File: src/rtl/bcd_seven_seg_scan.sv
// Four-digit common-anode 7-segment scanner fed by a BCD converter.
// Captured digits wait in a pending register and swap into view only at a frame boundary.
module bcd_seven_seg_scan #(
    parameter int REFRESH_DIV   = 5000,
    parameter bit BLANK_LEADING = 1'b1
) (
    input  logic        clk,
    input  logic        rst_n,
    input  logic        load,
    input  logic [3:0]  ones,
    input  logic [3:0]  tens,
    input  logic [3:0]  hundreds,
    input  logic [3:0]  thousands,
    output logic [3:0]  an,
    output logic [6:0]  seg,
    output logic        frame_done
);

    localparam int             PW     = (REFRESH_DIV > 2) ? $clog2(REFRESH_DIV) : 1;
    localparam logic [PW-1:0]  PS_MAX = PW'(REFRESH_DIV - 1);

    logic [PW-1:0] prescaler_r;
    logic [1:0]    idx_r;
    logic [15:0]   pending_r;
    logic [15:0]   shown_r;
    logic [3:0]    an_r;
    logic [6:0]    seg_r;
    logic          frame_done_r;

    logic          tick_s;
    logic          boundary_s;
    logic [3:0]    digit_s;
    logic          blank_s;
    logic [3:0]    an_next_s;
    logic [6:0]    seg_next_s;
    logic [15:0]   digits_in_s;

    // Active-low segment pattern {g,f,e,d,c,b,a}; non-decimal codes show a dash.
    function automatic logic [6:0] decode(input logic [3:0] d);
        logic [6:0] s;
        case (d)
            4'd0:    s = 7'b1000000;
            4'd1:    s = 7'b1111001;
            4'd2:    s = 7'b0100100;
            4'd3:    s = 7'b0110000;
            4'd4:    s = 7'b0011001;
            4'd5:    s = 7'b0010010;
            4'd6:    s = 7'b0000010;
            4'd7:    s = 7'b1111000;
            4'd8:    s = 7'b0000000;
            4'd9:    s = 7'b0010000;
            default: s = 7'b0111111;
        endcase
        return s;
    endfunction

    // Scan timing, digit selection and leading-zero blanking for the next drive value.
    always_comb begin
        digits_in_s = {thousands, hundreds, tens, ones};
        tick_s      = (prescaler_r == PS_MAX);
        boundary_s  = tick_s && (idx_r == 2'd3);
        an_next_s   = ~(4'b0001 << idx_r);
        case (idx_r)
            2'd0:    digit_s = shown_r[3:0];
            2'd1:    digit_s = shown_r[7:4];
            2'd2:    digit_s = shown_r[11:8];
            2'd3:    digit_s = shown_r[15:12];
            default: digit_s = 4'd0;
        endcase
        // Any code 1..15 above a position counts as significant, so dashes stop blanking.
        case (idx_r)
            2'd3:    blank_s = (shown_r[15:12] == 4'd0);
            2'd2:    blank_s = (shown_r[15:8] == 8'd0);
            2'd1:    blank_s = (shown_r[15:4] == 12'd0);
            default: blank_s = 1'b0;
        endcase
        if (BLANK_LEADING && blank_s) begin
            seg_next_s = 7'b1111111;
        end else begin
            seg_next_s = decode(digit_s);
        end
    end

    // Prescaler, digit index, capture registers and registered display outputs.
    always_ff @(posedge clk) begin
        if (!rst_n) begin
            prescaler_r  <= '0;
            idx_r        <= 2'd0;
            pending_r    <= 16'd0;
            shown_r      <= 16'd0;
            an_r         <= 4'b1111;
            seg_r        <= 7'b1111111;
            frame_done_r <= 1'b0;
        end else begin
            prescaler_r <= tick_s ? '0 : prescaler_r + PW'(1);
            if (tick_s) begin
                idx_r <= idx_r + 2'd1;
            end
            if (load) begin
                pending_r <= digits_in_s;
            end
            // A strobe on the boundary cycle itself bypasses pending into the next frame.
            if (boundary_s) begin
                shown_r <= load ? digits_in_s : pending_r;
            end
            an_r         <= an_next_s;
            seg_r        <= seg_next_s;
            frame_done_r <= boundary_s;
        end
    end

    assign an         = an_r;
    assign seg        = seg_r;
    assign frame_done = frame_done_r;

endmodule

File: config.mk
export PLATFORM = sky130hd
export DESIGN_NAME = bcd_seven_seg_scan
export DESIGN_NICKNAME = d
export VERILOG_FILES = /design/src/rtl/bcd_seven_seg_scan.sv
export SDC_FILE = /design/constraint.sdc
export NUM_CORES = 1
export LEC_CHECK = 0
export CAP_MARGIN = 10
export CORE_MARGIN = 5
export CORE_UTILIZATION = 55
export CTS_CLUSTER_SIZE = 25
export DETAILED_ROUTE_END_ITERATION = 10
export PLACE_DENSITY = 0.85
export SKIP_LAST_GASP = 1
export SLEW_MARGIN = 20
export SYNTH_ARGS = -nofsm -noshare
export SYNTH_HDL_FRONTEND = slang
export SYNTH_SLANG_ARGS = --single-unit
File: constraint.sdc
create_clock -name clk -period 2.3 [get_ports clk]
set_input_delay 0.46 -clock clk [delete_from_list [all_inputs] [get_ports clk]]
set_output_delay 0.46 -clock clk [all_outputs]
set_load 0.02 [all_outputs]
# Word-level counts from Yosys, hierarchy flattened
# Memories as Yosys holds them, arrays and structs flattened. A register that Yosys moved wholly into a read port is not among the register bits.
# Cells that the tools add are included.
[word_totals]
word_cells = 26
out_inout_bits = 12
ff_bits = 52
memories = 1
latch_bits = 0
in_bits = 19
ram_bits = 0
rom_bits = 112
[memory_table]
columns = ["memory", "words", "word_bits", "read_ports", "rd_ports_with_merged_regs", "wr", "line_no", "source"]
rows = [
  ["(name not given)", 16, 7, 1, 1, 0, "41", "case (d)"],
]
[classes]
n_shift = 1
n_lt_le_gt_ge = 0
reduce_logical = 7
div = 0
eq_ne = 4
mux = 3
bitwise_logic = 2
multipliers = 0
addsub = 2
[ops]
columns = ["cell", "count"]
rows = [
  ["two-way mux 16 bit", 1],
  ["one-hot mux 4 bit (4 select lines)", 1],
  ["adder 13 x 1 -> 13 bit, second input constant", 1],
  ["== test 13 bit, second input constant", 1],
  ["zero test 12 bit", 1],
  ["zero test 8 bit", 1],
  ["== test 2 bit, second input constant", 2],
  ["zero test 4 bit", 1],
  ["inverter 4 bit", 1],
  ["OR reduction 2 bit", 2],
  ["left shift 1 x 2 -> 4 bit, first input constant", 1],
  ["one-hot mux 1 bit (3 select lines)", 1],
  ["adder 2 x 1 -> 2 bit, second input constant", 1],
  ["== test 2 x 1 -> 1 bit, second input constant", 1],
  ["zero test 2 bit", 1],
  ["logical AND 1 bit", 1],
  ["inverter 1 bit", 1],
]

# Depth between registers and ports, before layout
# Gate-level depths: netlist of the first run.
[depth]
ltp_word = 3
mapped_depth = 8
mapped_depth_nobuf = 8

# Least setup slack after synthesis of the first run
# No wires, ideal clock.
[synth_path]
path_kind = "reg-to-reg"
start = "register idx_r[0]"
end = "register seg_r[3] (netlist: seg[3])"
path_slack_ns = 0.417
synth_period_minus_slack_ns = 1.883
path_stages_with_launch = 9
path_buffers = 1
arrival_ns = 1.743
setup_time_ns = 0.140
required_time_ns = 2.160
path_cell_list = "dfxtp_1 -> inv_1 -> ha_1 -> clkbuf_2 -> mux2i_1 -> inv_1 -> ha_1 -> a21o_1 -> nand4_1"
[synth_via]
elab_chain_cells = 3
elab_cells_between_ends = 7
cone_classes = "3 x eq/ne; 2 x mux; 2 x reduce/logical"
[synth_lines]
columns = ["item", "line_no", "source"]
rows = [
  ["start, declared", "23", "logic [1:0] idx_r;"],
  ["start signal, assigned", "97", "idx_r <= idx_r + 2'd1;"],
  ["== test 2 x 1 -> 1 bit / == test 2 bit (equally long branches)", "63, 71", ""],
  ["one-hot mux 1 bit (3 select lines)", "71", "case (idx_r)"],
  ["OR reduction 2 bit (no line)", "--", ""],
  ["end, declared", "27", "logic [6:0] seg_r;"],
]
# Several ways; a longest one is shown, not always the timed one.
# A chain may end at the register's enable or synchronous reset.

# Final worst setup path of the first run
[layout_path]
start = "register idx_r[0]"
end = "register seg_r[4] (netlist: seg[4])"
# The elaborated chain is that of the path after synthesis.

==> impl_metrics.tcl, run 1 <==
set metrics [dict create \
    synth-compound-area-share_pct 11.7 \
    portBuffers 30 \
    syn-num-nets 275 \
    cts_resized 0 \
    synthCells 247 \
    area_delta_synth_final_pct 20.9 \
    synth_seq_cells 59 \
    yosysWarnings 0 \
    gp_congestion 0.861 \
    die-height_um 77.9 \
    clock.fmax_mhz 482 \
    drtPass1Iterations 4 \
    synthAdderAreaFrac_pct 4.44 \
    p_leak_uw 0.00143 \
    clock_latency_ns 0.34 \
    worst_slack_ns 0.227 \
    setup_viol 0 \
    worstSetupPathType "flip-flop to flip-flop" \
    grt_pass1_vias 1802 \
    finalCriticalPeriod_ns 2.07 \
    netlist_top_cells_count "dfxtp_1, nand2_1, mux2i_1, nor2b_1, o211a_1" \
    min_path_type "flip-flop to flip-flop" \
    finalMaxSlewViolations 0 \
    synth_top_area_cell "dfxtp_1" \
    coreArea_sq_um 4410 \
    fin_cells 336 \
    rsz0062_at_grt "false" \
    num_rows 24 \
    synth_xor_area_share_pct 4.15 \
    synth_simple_gate_area_share_pct 19.0 \
    gr-total-overflow 0 \
    yosysMostFrequentCell "dfxtp_1" \
    dieWidth_um 77.9 \
    rrSetupSlack_ns 0.23 \
    cap_violations 0 \
    grt_max_degree 33 \
    cts_root_buf "clkbuf_8" \
    synth_top_area_share_pct 46.6 \
    drt_iter0_markers 98 \
    cts.path.max_buffers 2 \
    clk_pin_slew_ns 0.06 \
    synth_area_per_cell_sq_um 10.3 \
    clock_sinks 59 \
    crit_arrival_ns 2.28 \
    numCtsBuffers 9 \
    grt_pass1_wl_um 8070 \
    postSynth.asyncResetShare_pct 0 \
    finalCritPeriodShare_pct 90.1 \
    status "finished, final reports clean" \
    grtUsageTotal_pct 16.6 \
    antenna_cells 0 \
    path_max_fanout 7 \
    postRouteAntennaNets 0 \
    drc_errors 0 \
    hold_buffers 0 \
    wirelength_um 4740 \
    synth_area_sq_um 2530 \
    cts_tree "done" \
    synth_top_family_by_area "simple AND/OR/NAND/NOR gates" \
    antenna_found_initial 0 \
    tightest_slew_ns 0.563 \
    synth-edff-count 0 \
    synth_cell_types 39 \
    required_ns 2.51 \
    place_inst 321 \
    power_density_nw_per_um2 711 \
    clock_skew_ns 0.00321 \
    wl_per_cell_um 14.1 \
    synthFlopType "dfxtp_1" \
    nNetsFinal 308 \
    peakVddDrop_v 0.000414 \
    vias_per_cell 5.55 \
    die-area_sq_um 6070 \
    synth.area.mux_share_pct 9.38 \
    dpl.hpwl_um 3280 \
    dpl_worst_slack_ns 0.267 \
    ys_top_cells_by_area "dfxtp_1, mux2i_1, o211a_1" \
    cts_setup_buffers 0 \
    ios 31 \
    drive_above_1_share_pct 9.86 \
    start_util_pct 57.4 \
    start_kind "flip-flop" \
    max-slew-margin-rel_pct 61.4 \
    h-tree-depth 3 \
    seq_area_frac_synth_pct 46.6 \
    hold_viol_final 0 \
    vias 1865 \
    end_kind "flip-flop" \
    tns_ns 0 \
]
-- state kept, by name, summed over array words and instances, names as in the netlist --
signal	count
frame_done	1
idx_r	2
pending_r	16
seg	7
an	4
shown_r	16
prescaler_r	13
-- cells in the final DEF (no fill, tap or decap), types with 7 or more instances in the layout --
| cell | instances |
|---|---|
| ha_1 | 9 |
| o211a_1 | 16 |
| nor2b_1 | 17 |
| clkbuf_8 | 13 |
| nand2_1 | 21 |
| xor2_1 | 7 |
| nor2_1 | 14 |
| clkdlybuf4s50_1 | 30 |
| dfxtp_1 | 59 |
| nand4_1 | 10 |
| inv_1 | 8 |
| mux2i_1 | 20 |
-- layout make-up --
type                       instances  area (sq um)
fill                             329          1350
multi-input combinational        166          1230
sequential                        59          1180
timing repair buffer              35           338
clock buffer                      14           183
tap                               52          65.1
inverter                           9          33.8
clock inverter                     1          30.0
-- final timing paths --
path / startpoint / end / depth (start not counted)
max: idx_r[0]$_SDFFE_PN0N_ / seg[4]$_SDFF_PP1_ / 8
min: prescaler_r[0]$_SDFF_PP0_ / prescaler_r[0]$_SDFF_PP0_ / 1
max reg2reg: idx_r[0]$_SDFFE_PN0N_ / seg[4]$_SDFF_PP1_ / 8
min reg2reg: prescaler_r[0]$_SDFF_PP0_ / prescaler_r[0]$_SDFF_PP0_ / 1
-- stage by stage --
step | hold WS, ns | area, sq um | power [uW] | utilization [%]
after detailed placement | 0.463 | 2850 | 1210 | 64.6
after CTS | 0.471 | 3060 | 2190 | 69.4
after global routing | 0.496 | 3060 | 2260 | 69.4
after global placement | 0.426 | 2850 | 1200 | 64.6
final | 0.470 | 3060 | 2180 | 69.4
after floorplan | 0.413 | 2530 | 1150 | -
-- power breakdown --
group / internal (uW) / total, uW / switching, uW
clock network: 613 / 993 / 380
registers: 1050 / 1060 / 9.40
logic: 68.3 / 125 / 56.5
-- cell families (layout without fill, tap and decap cells) --
family,after synthesis,after routing
compound gates,33,33
xor+xnor,12,12
fa+ha+maj,9,9
buf+inv,22,59
flops,59,59
mux,23,23
simple gates,89,89
-- worst max-delay path: stages, from the launching register on --
cell      delay [ns]
dfxtp_1         0.41
inv_1           0.11
ha_1            0.27
a222oi_1        0.30
mux2i_1         0.26
inv_1           0.14
ha_1            0.21
and3_1          0.18
o21ai_1         0.07
-- metal layers --
metal	wire, um	up-vias	part of all wire, %	track usage (%)
met5	0	-	0	0
met3	278	9	5.9	5.21
met2	2200	52	46	25.8
met1	2160	866	46	19.9
met4	108	0	2.3	10.5
li1	-	938	-	-
No activity file was read; power rests on OpenSTA's default activity.
==> run 2, diff against run 1 <==
--- a/config.mk
+++ b/config.mk
@@ -5,7 +5,6 @@
 export SDC_FILE = /design/constraint.sdc
 export NUM_CORES = 1
 export LEC_CHECK = 0
-export CAP_MARGIN = 10
 export CORE_MARGIN = 5
 export CORE_UTILIZATION = 55
 export CTS_CLUSTER_SIZE = 25
==> results of run 2 <==
No change in the layout: final DEF, timing and power equal those of run 1.
